`src/rtl/antares_defs.sv`:
```
// antares_defs: shared opcodes, NOP word and instruction field positions for the Antares-R2 core
package antares_defs;
    localparam logic [5:0] OP_RTYPE = 6'h00;
    localparam logic [5:0] OP_BEQ   = 6'h04;
    localparam logic [5:0] OP_BNE   = 6'h05;
    localparam logic [5:0] OP_LW    = 6'h23;
    localparam logic [5:0] OP_SW    = 6'h2B;
    localparam logic [31:0] NOP_INSTR = 32'h0000_0000;
    localparam int OPCODE_LSB = 26;
    localparam int RS_LSB     = 21;
    localparam int RT_LSB     = 16;
    localparam int RD_LSB     = 11;
    localparam int SHAMT_LSB  = 6;
    localparam int FUNCT_LSB  = 0;
    // rt is a source only for R-type, branches and stores; elsewhere it is a destination
    function automatic logic uses_rt(input logic [5:0] op);
        return op == OP_RTYPE || op == OP_BEQ || op == OP_BNE || op == OP_SW;
    endfunction
endpackage

```
`src/rtl/hazard_detect.sv`:
```
// hazard_detect: load-use detection between the held ID instruction and a load in EX
module hazard_detect
    import antares_defs::*;
(
    input  logic       id_valid,
    input  logic [5:0] opcode,
    input  logic [4:0] rs,
    input  logic [4:0] rt,
    input  logic       ex_mem_read,
    input  logic [4:0] ex_rt,
    output logic       hazard_stall
);
    assign hazard_stall = id_valid & ex_mem_read & (ex_rt != 5'd0) &
                          ((ex_rt == rs) | (uses_rt(opcode) & (ex_rt == rt)));
endmodule

```
`src/rtl/if_id_register.sv`:
```
// if_id_register: IF/ID pipeline register with field split and load-use freeze
module if_id_register #(
    parameter int               DATA_WIDTH = 32,
    parameter logic [DATA_WIDTH-1:0] NOP_INSTR = antares_defs::NOP_INSTR
) (
    input  logic                  clock,
    input  logic                  reset,
    input  logic [DATA_WIDTH-1:0] if_pc_plus4,
    input  logic [DATA_WIDTH-1:0] if_instruction,
    input  logic                  if_valid,
    input  logic                  stall,
    input  logic                  flush,
    input  logic                  ex_mem_read,
    input  logic [4:0]            ex_rt,
    output logic [DATA_WIDTH-1:0] id_pc_plus4,
    output logic [DATA_WIDTH-1:0] id_instruction,
    output logic                  id_valid,
    output logic [5:0]            opcode,
    output logic [4:0]            rs,
    output logic [4:0]            rt,
    output logic [4:0]            rd,
    output logic [4:0]            shamt,
    output logic [5:0]            funct,
    output logic [15:0]           immediate,
    output logic [25:0]           jump_index,
    output logic                  hazard_stall,
    output logic                  id_bubble
);
    assign opcode     = id_instruction[antares_defs::OPCODE_LSB +: 6];
    assign rs         = id_instruction[antares_defs::RS_LSB +: 5];
    assign rt         = id_instruction[antares_defs::RT_LSB +: 5];
    assign rd         = id_instruction[antares_defs::RD_LSB +: 5];
    assign shamt      = id_instruction[antares_defs::SHAMT_LSB +: 5];
    assign funct      = id_instruction[antares_defs::FUNCT_LSB +: 6];
    assign immediate  = id_instruction[15:0];
    assign jump_index = id_instruction[25:0];

    hazard_detect u_hazard (
        .id_valid     (id_valid),
        .opcode       (opcode),
        .rs           (rs),
        .rt           (rt),
        .ex_mem_read  (ex_mem_read),
        .ex_rt        (ex_rt),
        .hazard_stall (hazard_stall)
    );

    assign id_bubble = hazard_stall | stall | ~id_valid;

    // flush beats any hold so a taken branch never leaves a stale word behind
    always_ff @(posedge clock or posedge reset) begin
        if (reset) begin
            id_instruction <= NOP_INSTR;
            id_pc_plus4    <= '0;
            id_valid       <= 1'b0;
        end else if (flush) begin
            id_instruction <= NOP_INSTR;
            id_pc_plus4    <= '0;
            id_valid       <= 1'b0;
        end else if (!(stall || hazard_stall)) begin
            id_instruction <= if_instruction;
            id_pc_plus4    <= if_pc_plus4;
            id_valid       <= if_valid;
        end
    end
endmodule

```
`config.mk`:
```
export PLATFORM = sky130hd
export DESIGN_NAME = if_id_register
export DESIGN_NICKNAME = d
export VERILOG_FILES = /design/src/rtl/antares_defs.sv /design/src/rtl/hazard_detect.sv /design/src/rtl/if_id_register.sv
export SDC_FILE = /design/constraint.sdc
export NUM_CORES = 1
export LEC_CHECK = 0
export ABC_AREA = 1
export BUFFER_PORTS_ARGS = -buffer_cell sky130_fd_sc_hd__buf_2
export CORE_AREA = 4 4 97 99
export DETAILED_ROUTE_END_ITERATION = 6
export DIE_AREA = 0 0 101 103
export PLACE_DENSITY = 0.85
export REMOVE_ABC_BUFFERS = 1
export SLEW_MARGIN = 20
export SYNTH_ARGS = -nofsm -noshare
export SYNTH_HDL_FRONTEND = slang
export SYNTH_HIERARCHICAL = 1
export SYNTH_SLANG_ARGS = --single-unit
export TNS_END_PERCENT = 5
```
`constraint.sdc`:
```
create_clock -name clock -period 2.7 [get_ports clock]
set_input_delay 0.675 -clock clock [delete_from_list [all_inputs] [get_ports clock]]
set_output_delay 0.675 -clock clock [all_outputs]
set_load 0.005 [all_outputs]
```
==> results of run 1 <==
-- cell type report --
cell class / instances / share of cell area
clock buffer: 10 / 0.03026
clock inverter: 6 / 0.01486
inverter: 23 / 0.01953
multi-input combinational: 246 / 0.2900
sequential: 65 / 0.3576
tap: 108 / 0.02971
timing repair buffer: 223 / 0.2580
-- cell families (layout without fill, tap and decap cells) --
| kind of cell | after synthesis | count (layout) | share of synthesized area |
|---|---|---|---|
| simple gates | 243 | 243 | 0.3414 |
| buf+inv | 125 | 262 | 0.2248 |
| flops | 65 | 65 | 0.4292 |
| compound gates | 3 | 3 | 0.004623 |
-- synth_stat cells, drive strengths merged --
cell,instances,area (sq um)
nand2,98,375.4
o21ai,2,10.01
nor2,12,50.05
inv,23,86.33
o211ai,1,7.510
dfrtp,65,1627
buf,101,762.0
nand3,131,855.8
clkbuf,1,3.750
nand4,2,12.51
-- placed cells by master, fill, tap and decap left out, types with 2 or more instances in the layout --
cell,count
inv_2,6
nor2_1,10
nand4_1,2
nand2_2,4
buf_2,215
nand3_1,91
o21ai_0,2
dfrtp_1,65
inv_1,16
clkbuf_8,10
clkinv_4,2
buf_4,5
clkinvlp_4,2
nand2_1,94
buf_12,3
nand3_2,40
-- critical path, cell delays in order, from the launching register on --
cell,delay [ns]
dfrtp_1,0.42
inv_1,0.06
nor2_1,0.11
nand2_1,0.06
nand2_1,0.05
nand3_1,0.10
nor2_1,0.10
nor2_1,0.05
nor2_1,0.24
nor2_4,0.07
nand2_1,0.07
buf_2,0.11
-- sequential cells by signal, indices dropped and copies added (netlist names) --
| register | count |
|---|---|
| id_valid | 1 |
| id_instruction | 32 |
| id_pc_plus4 | 32 |
-- power groups by stage --
stage	Clock [W]	Combinational, W	Sequential [W]
floorplan	0	0.000154	0.00111
global placement	0	0.000398	0.00110
detailed placement	0	0.000406	0.00110
CTS	0.000872	0.000407	0.00108
global route	0.000909	0.000448	0.00109
finish	0.000839	0.000401	0.00108
-- metal layers --
| metal | wire [um] | part of all wire | vias to the layer above | GRT usage |
|---|---|---|---|---|
| met5 | 0 | 0 | - | 0 |
| met4 | 115 | 0.012 | 0 | 0.06237 |
| met3 | 951 | 0.098 | 13 | 0.03586 |
| met2 | 4937 | 0.51 | 191 | 0.3316 |
| met1 | 3650 | 0.38 | 1593 | 0.2066 |
| li1 | - | - | 1600 | - |
-- through the flow --
stage	area, sq um	hold slack, ns	worst slack [ns]
final	4548	0.4442	0.2457
after global routing	4548	0.4968	0.06804
after CTS	4548	0.4519	0.2284
after detailed placement	4343	0.4818	0.1573
after global placement	4343	0.4793	0.2751
after floorplan	3024	0.4926	-1.115
-- final timing paths --
check,end,cells past startpoint
min in group clock,id_pc_plus4[3]$_DFFE_PP0P_,2
min,id_pc_plus4[24]$_DFFE_PP0P_,2
max,id_bubble,11
min reg2reg,id_pc_plus4[3]$_DFFE_PP0P_,2
max in group asynchronous,id_instruction[31]$_DFFE_PP0P_,3
max reg2reg,id_instruction[3]$_DFFE_PP0P_,10
==> results summary, run 1 <==
In this run the count of I/O pins placed on the die edge is 216. The final-report hold violation count was 0. The post-synthesis instance area is 0.003790 sq mm. Setup repair after global routing left no endpoint under its margin. The run finished with clean final reports.

The overall track demand over capacity in global routing came out at 0.1795. The first global-routing pass estimated 14860 um of wire. The relative slew slack is 0.4341.

The Yosys step of the flow raised 6 warnings. The final-layout fill cell count came out at 788. The peak supply drop came out at 0.0003236 V. The average wire per cell in the routed design came out at 14.18 um. Entering global routing, the biggest net connects 66 pins. The endpoint kind of the worst setup timing path is an output pin.

The post-CTS setup-driven buffer insertion count is 0. The clock period minus worst slack is 2.454 ns. For the pin with the worst max-slew slack, the measured transition is 0.8488 ns.

The die is 103 um tall. Of the total power, the share spent switching nets is 0.2855. The remaining number of nets flagged by the antenna check after routing is 0. The net load switching power came out at 0.0006631 W.

The final setup violation count is 0. The vias after detailed routing is 3397. At the end of routability-driven placement, the weighted congestion stood at 0.7808. The core occupancy in the finished layout came out at 0.5319. The share of total power dissipated in the clock network is 0.361. The remaining routing DRC violations came out at 0. Derived from the worst setup path, the maximum achievable clock frequency is 407.5 MHz. The count of pins over their slew limit came to 0. The overflow left after global routing is 0. The clock latency on the worst-skew pair is 0.33 ns. The sequential share of the synthesized area came out at 0.4292. The synthesized area per cell is 8.692 sq um.

Of the total power, combinational logic draws 0.173. The die width is 101 um. The cell-internal power came out at 0.001660 W. The number of H-tree branching levels is 3. The area used by sequential logic in the layout is 0.001627 sq mm. In the final layout, the multi-input gates occupy 0.001319 sq mm. From synthesis to final layout, the design area changed by 20.01%.

The share of post-route cells with drive strength above 1 came out at 0.5096. The TritonCTS buffer count is 9. The tool flagged a number of max-cap violations equal to 0. The clock input transition at the sequential cells of the worst setup and hold paths is 0.08 ns. The areal power density over the cells is 510.7 mW/mm^2. The data required time of the critical path came out at 2.03 ns.

The root buffer cell is clkbuf_8. The most critical setup path has its startpoint at id_instruction[26]$_DFFE_PP0P_. The buffer depth of the longest clock path is 2. The final cell count without fillers is 681. The number of library cell types mapped by synthesis came out at 17.

The critical path is of the register to output pin type. The total power is 0.002323 W. The die covers 0.01040 sq mm.

TritonCTS built the clock tree. The initialized floorplan defines 34 standard-cell rows. The gate count after technology mapping came out at 436. The sequential power share came out at 0.466. The detail-routed via count per cell is 4.988. In this run the tool buffered the top-level ports with 215 buffer cells. The initial detailed-routing violation count came out at 81. The cell total after placement is 665. The net count reported at finish is 643. The min-delay analysis places its worst path in the category input port to async pin. The number of diodes added for antenna fixing came out at 0.

The setup TNS after final layout came out at 0 ns. The post-cts sizing count is 0. STA puts the critical path data arrival time at 1.78 ns. The core box area came out at 0.008551 sq mm. The total of flip-flops plus latches after synthesis came out at 65. The largest fanout on the critical path came out at 5.

The kind of start point of the critical path is a register. The number of clock sinks came out at 65. For this design, the CTS-stage hold fixing added 0 buffers.

The first detailed-routing pass took 5 iterations. The routed wire length is 9655 um. The fraction of the cycle the final worst path needs is 0.9090.

The initial utilization of the core area, before any placement, comes to 0.4432. The worst-case register-to-register setup slack came out at 0.49 ns. The post-detailed-placement half-perimeter wirelength is 7163 um. Between clock sinks in the finished design, the worst skew comes to 0.01174 ns. The number of antenna violations at the first check in global routing is 0. The worst register-to-register path begins at id_instruction[25]$_DFFE_PP0P_. The leakage power came out at 2.774 nW. The number of global-route vias before repair came to 3231.
(Power assumes the default switching activity.)
==> run 2, diff against run 1 <==
CELL_PAD_IN_SITES_DETAIL_PLACEMENT = 1   (was default)
CELL_PAD_IN_SITES_GLOBAL_PLACEMENT = 1   (was default)
CORE_AREA = 4 4 116 118   (was 4 4 97 99)
DIE_AREA = 0 0 120 122   (was 0 0 101 103)
PLACE_DENSITY = 0.83   (was 0.85)
==> run 2 against run 1 <==
  * Via count is 1.1% lower
  * Clock power is 37% higher
  * Worst setup slack worse by 0.047 ns
  * Hold slack better by 0.060 ns
  * Flip-flop and latch count stayed put
==> results summary, run 2 (same netlist as run 1, synthesis figures left out) <==
The number of antenna diodes in the final layout is 0. In the routed design, unresolved DRC markers number 0. The largest registers in the layout are id_instruction (32), id_pc_plus4 (32), id_valid (1).

The later pin in the worst-skew pair is clocked with a latency of 0.32 ns. In this run the number of H-tree levels came out at 3. After detailed routing, the average wire length per cell comes to 14.64 um. Counting every sink on the clock net gives 65. No sink is reached through more buffers than the 2 on the longest clock path.

The detail-routed via count per cell is 4.541. The net count reported at finish came out at 639. The finished cells cover 0.004702 sq mm. The number of clock buffers added by TritonCTS is 9. Traced cell by cell, the critical path runs through buf_2 > inv_2 > nand2_1 > nand2_1 > nor2_2 > nand2_1 > nor2_1 > nor2_1 > nor2_1 > nor2_4 > nand2_1 > buf_2. The capture point of the worst reg-to-reg path is id_instruction[17]$_DFFE_PP0P_. The leakage power is 2.809 nW.

Leaving out fill and tap cells, the most frequent cells in the layout are 215 x buf_2, 94 x nand2_1, 91 x nand3_1. The start-to-end type of the worst setup path is input port to output pin. Hold repair after CTS inserted 0 buffers. The library cell used most frequently in the layout, excluding fill and tap cells, is buf_2.

The initial detailed-routing violation count came out at 94. The relative slew slack came out at 0.4576. The area used by sequential logic in the layout is 0.001627 sq mm.

The number of antenna violations at the first check in global routing is 0. The final estimated routing congestion in global placement came out at 0.7651. In the final layout, the share of cells above drive strength 1 is 0.5035. The depth of the worst register-to-register path is 13.

The final setup violation count came out at 0. The number of optimization iterations in the first detailed-route pass came out at 4. The routed wire length came out at 10830 um. The data required time of the critical path came out at 2.03 ns.

The areal power density over the cells is 561.8 mW/mm^2. The count of pins over their slew limit is 0. In this design, the critical path's most frequently occurring cell is nand2_1. IR analysis of the VDD net gives a maximum drop of 0.0002288 V. The remaining number of nets flagged by the antenna check after routing came out at 0. The post-detailed-placement half-perimeter wirelength is 7871 um. The root buffer cell is clkbuf_16. For this design, the slowest cell found on the critical path is nor2_1. The core box area is 0.01247 sq mm. The kind of start point of the critical path is an input port.

The data arrival time at the worst-slack endpoint is 1.83 ns. The kind of cell with the highest combined delay along the critical path is simple AND/OR/NAND/NOR gates. Summed over all failing endpoints, the final setup total negative slack is 0 ns. The row count is 41. The clock tree from TritonCTS is built. In the finished design, the share of the clock period the worst path needs comes to 0.9264. The growth of design area from synthesis to finish is 24.07%. The final-layout fill cell count came out at 1573. Max-cap violations in this run came to 0.

The worst setup timing slack at the placement stage is 0.1993 ns. Setup repair after global routing left no endpoint under its margin. For this design the top-level I/O count stands at 216. The post-placement cell area is 0.004405 sq mm. The peak clock frequency supported by timing came out at 399.8 MHz.

The clock input transition at the sequential cells of the worst setup and hold paths is 0.05 ns. The clock period minus worst slack is 2.501 ns. The count of buffering cells on the critical path with inverters included came out at 3. The final worst-path setup slack came out at 0.1988 ns. The min-delay analysis places its worst path in the category register to register.

In the final layout, the multi-input gates occupy 0.001319 sq mm. The final-report hold violation count came out at 0. For this configuration, the core starts out at a cell density of 0.3040.

The depth of the critical timing path with buffers and inverters included is 12. The number of global-route vias before repair is 3534. The worst-case register-to-register setup slack is 0.69 ns. Input and output buffers added on the ports amount to 215. Post-CTS repair changed the size of 0 cells.

The most critical setup path has its endpoint at id_bubble. After global routing the overflow that remains totals 0. The final worst clock skew came out at 0.006021 ns. After clock tree synthesis, the setup repair step added 0 buffers. The wire length of the first global-routing pass is 17260 um.

The die boundary height came out at 122 um. The die width is 120 um. The full die area came out at 0.01464 sq mm. The hold path depth came out at 2.

The worst register-to-register path begins at id_instruction[20]$_DFFE_PP0P_. The largest stage delay on the critical path is 0.26 ns. The overall track demand over capacity in global routing is 0.1457. The flow ran to the end, and the final reports show no timing, DRC or antenna violations. The pin count of the biggest net entering global routing came out at 131. The vias after detailed routing came out at 3360. The critical path startpoint is ex_rt[2]. The worst setup path is captured at an output pin.

For the pin with the worst max-slew slack, the measured transition is 0.8124 ns. The largest fanout on the critical path is 3.
[run 2: worst register-to-register path, stage by stage (launching register included)]
cell and delay [ns]:
dfrtp_1 0.45, inv_1 0.07, nand2_1 0.06, nand2_1 0.06
nor2_2 0.10, nand2_1 0.05, nor2_1 0.11, nor2_1 0.05
nor2_1 0.26, inv_1 0.09, nand2_2 0.09, buf_12 0.25
nand3_1 0.19, nand2_1 0.09
[run 2: power by group]
| part | switching, W | total [W] | internal, W |
|---|---|---|---|
| sequential | 0.0000538 | 0.00108 | 0.00103 |
| clock | 0.000395 | 0.00115 | 0.000756 |
| combinational | 0.000229 | 0.000406 | 0.000177 |
| total | 0.000678 | 0.00264 | 0.00196 |
[run 2: final cells by class]
| class | count | share of cell area |
|---|---|---|
| multi-input combinational | 246 | 0.2805 |
| timing repair buffer | 219 | 0.2459 |
| inverter | 23 | 0.01889 |
| sequential | 65 | 0.3459 |
| clock buffer | 12 | 0.05455 |
| clock inverter | 3 | 0.008515 |
| tap | 172 | 0.04577 |
[run 2: worst min path at each step]
stage                                 from                           to
2_1_floorplan   id_pc_plus4[0]$_DFFE_PP0P_   id_pc_plus4[0]$_DFFE_PP0P_
3_3_place_gp   id_pc_plus4[14]$_DFFE_PP0P_  id_pc_plus4[14]$_DFFE_PP0P_
3_5_place_dp   id_pc_plus4[19]$_DFFE_PP0P_  id_pc_plus4[19]$_DFFE_PP0P_
4_1_cts        id_pc_plus4[11]$_DFFE_PP0P_  id_pc_plus4[11]$_DFFE_PP0P_
5_1_grt         id_pc_plus4[6]$_DFFE_PP0P_   id_pc_plus4[6]$_DFFE_PP0P_
6_report       id_pc_plus4[14]$_DFFE_PP0P_  id_pc_plus4[14]$_DFFE_PP0P_
[run 2: layer usage]
metal,track usage,share of wire
met5,0,0
met4,0.04581,0.011
met3,0.03946,0.072
met2,0.2592,0.51
met1,0.1711,0.40
[run 2: through the flow]
stage	hold slack, ns	power, W	std cells	util
floorplan	0.4926	0.001264	334	-
global placement	0.4750	0.001502	725	0.3534
detailed placement	0.4916	0.001518	725	0.3534
CTS	0.5045	0.002690	740	0.3772
global route	0.5199	0.002791	740	0.3772
finish	0.5047	0.002642	740	0.3772
==> run 3, diff against run 2 <==
clock period = 2.81 ns   (was 2.7 ns; I/O delays follow)
==> run 3 against run 2 <==
  * Flip-flop and latch count unchanged
  * Global-route usage about the same
  * Combinational power is 4% lower
  * Final area fell by 0.13%
==> results summary, run 3 (same netlist as run 1, synthesis figures left out) <==
The remaining number of nets flagged by the antenna check after routing came out at 0. The final-report hold violation count came to 0. The final setup violation count is 0. The post-detailed-placement half-perimeter wirelength is 7893 um. The number of antenna diodes in the final layout is 0. After clock tree synthesis, the clock-pin slew on the worst setup and hold paths is 0.05 ns. The clock drives 65 sinks.

The pin count of the biggest net entering global routing came out at 131. The final layout contains 639 nets. The post-placement cell area came out at 0.004405 sq mm. The detailed router placed 3353 vias in this run. The region available for standard cell placement spans 0.01247 sq mm. The final estimated routing congestion in global placement came out at 0.7649.

The global routing stage identified its most utilized layer as met2. The type of the most critical hold path is register to register. Setup repair after global routing left no endpoint under its margin.

The largest individual stage delay along the critical path comes from the cell nor2_1. For this design the ratio of total power to cell area is 535.9 mW/mm^2. The starting density of the core came out at 0.3040. The flow ran to the end, and the final reports show no timing, DRC or antenna violations. The number of global-route vias before repair is 3455. The overflow left after global routing came out at 0. The peak supply drop came out at 0.0002035 V.

After clock tree synthesis, the setup repair step added 0 buffers. For met1 alone, demand over resource in global routing was 0.1752. The number of buffers inserted for hold repair after clock tree synthesis is 0. The number of optimization iterations in the first detailed-route pass is 4. The leakage power is 2.805 nW. In the finished design, the share of the clock period the worst path needs comes to 0.9276. The number of antenna violations at the first check in global routing is 0. The most common cell type on the critical path is nor2_1. The remaining routing DRC violations is 0. The worst pin sits at a relative slew slack of 0.4617.

The global-route met2 utilization came out at 0.2547. The most common cell after layout, fill and taps aside is buf_2. The largest registers in the layout are id_instruction (32), id_pc_plus4 (32), id_valid (1). The post-cts sizing count is 0.

In the layout the commonest cells are 215 x buf_2, 94 x nand2_1, 91 x nand3_1. The average wire per cell in the routed design is 14.62 um. The detail-routed via count per cell came out at 4.525. The largest fanout on the critical path is 4. The core occupancy in the finished layout came out at 0.3767.

The growth of design area from synthesis to finish came out at 23.90%. Timing would allow up to 383.6 MHz. In this design, the stage delay of the slowest critical-path cell is 0.27 ns. The worst hold slack is 0.4981 ns. The overall track demand over capacity in global routing is 0.1462. The I/O pin total came out at 216. The endpoint kind of the worst setup timing path is an output pin.

The clock period minus worst slack is 2.607 ns. TritonCTS built the clock tree. The share of post-route cells with drive strength above 1 came out at 0.5009. In this run the clock root is driven by a clkbuf_16. The max-cap check violation count is 0. The H-tree was split into 3 levels. The row count is 41. The data arrival time at the worst-slack endpoint is 1.90 ns. Buffers placed on the I/O ports in this run total 215. The critical path goes through buf_2 > inv_2 > nand2_1 > o21ai_0 > nor2_1 > nand2_1 > nor2_1 > nor2_1 > nor2_1 > nor2_4 > nand2_1 > buf_2. The clock latency on the worst-skew pair is 0.32 ns. The initial detailed-routing violation count came out at 142. The clock passes through at most 2 buffers. The die boundary height is 122 um.

At the worst endpoint, the required time is 2.11 ns. The final worst clock skew is 0.005898 ns. Measured along the x axis, the die boundary spans 120 um.

The routed wire length came out at 10830 um. Power comes to 0.002517 W. The wire length of the first global-routing pass came out at 17240 um. The TritonCTS buffer count is 9.

The global-route track usage on met3 is 0.04039. The setup check on the worst reg-to-reg path leaves a slack of 0.78 ns. The finished cells cover 0.004696 sq mm. The slew at the pin with the worst max-slew slack came out at 0.8062 ns. The die covers 0.01464 sq mm. The kind of start point of the critical path is an input port. The count of pins over their slew limit came out at 0. The start-to-end type of the worst setup path is input port to output pin.
==> run 3: power by group <==
part | internal [W] | total (W) | leakage (nW) | switching (W)
Clock | 0.000708 | 0.00108 | 0.144 | 0.000376
Combinational | 0.000170 | 0.000391 | 1.80 | 0.000221
Sequential | 0.000990 | 0.00104 | 0.865 | 0.0000516
==> run 3: cell type report <==
cell class,instances,area [sq um]
Tap cell,172,215.2
Sequential cell,65,1627
Clock inverter,3,40.04
Multi-Input combinational cell,246,1319
Inverter,23,88.84
Timing Repair Buffer,219,1156
Clock buffer,13,250.2
Fill cell,1569,7770
==> run 3: routing by layer <==
metal  part of all wire  wire, um
met4              0.016       176
met5                  0         0
met3              0.079       858
met1               0.40      4344
met2               0.50      5451
==> run 3: through the flow <==
stage / std cells / TNS, ns / setup WS, ns
after floorplan: 334 / -32.75 / -1.060
after CTS: 741 / 0 / 0.2273
after detailed placement: 725 / 0 / 0.2335
final: 741 / 0 / 0.2034
after global routing: 741 / 0 / 0.02170
after global placement: 725 / 0 / 0.3260
==> run 3: final timing paths <==
path,startpoint,to,depth (start not counted)
min in group asynchronous,reset,id_instruction[0]$_DFFE_PP0P_,2
max in group asynchronous,reset,id_pc_plus4[25]$_DFFE_PP0P_,3
max,ex_rt[1],id_bubble,12
min reg2reg,id_pc_plus4[14]$_DFFE_PP0P_,id_pc_plus4[14]$_DFFE_PP0P_,2
min,id_pc_plus4[14]$_DFFE_PP0P_,id_pc_plus4[14]$_DFFE_PP0P_,2
max reg2reg,id_instruction[24]$_DFFE_PP0P_,id_instruction[9]$_DFFE_PP0P_,12
==> run 3: critical path: cells and delay by family <==
family                 cells  cell delay, ns
and+or+nand+nor            8            0.82
buffers and inverters      3            0.27
AOI/OAI and AO/OA          1            0.11
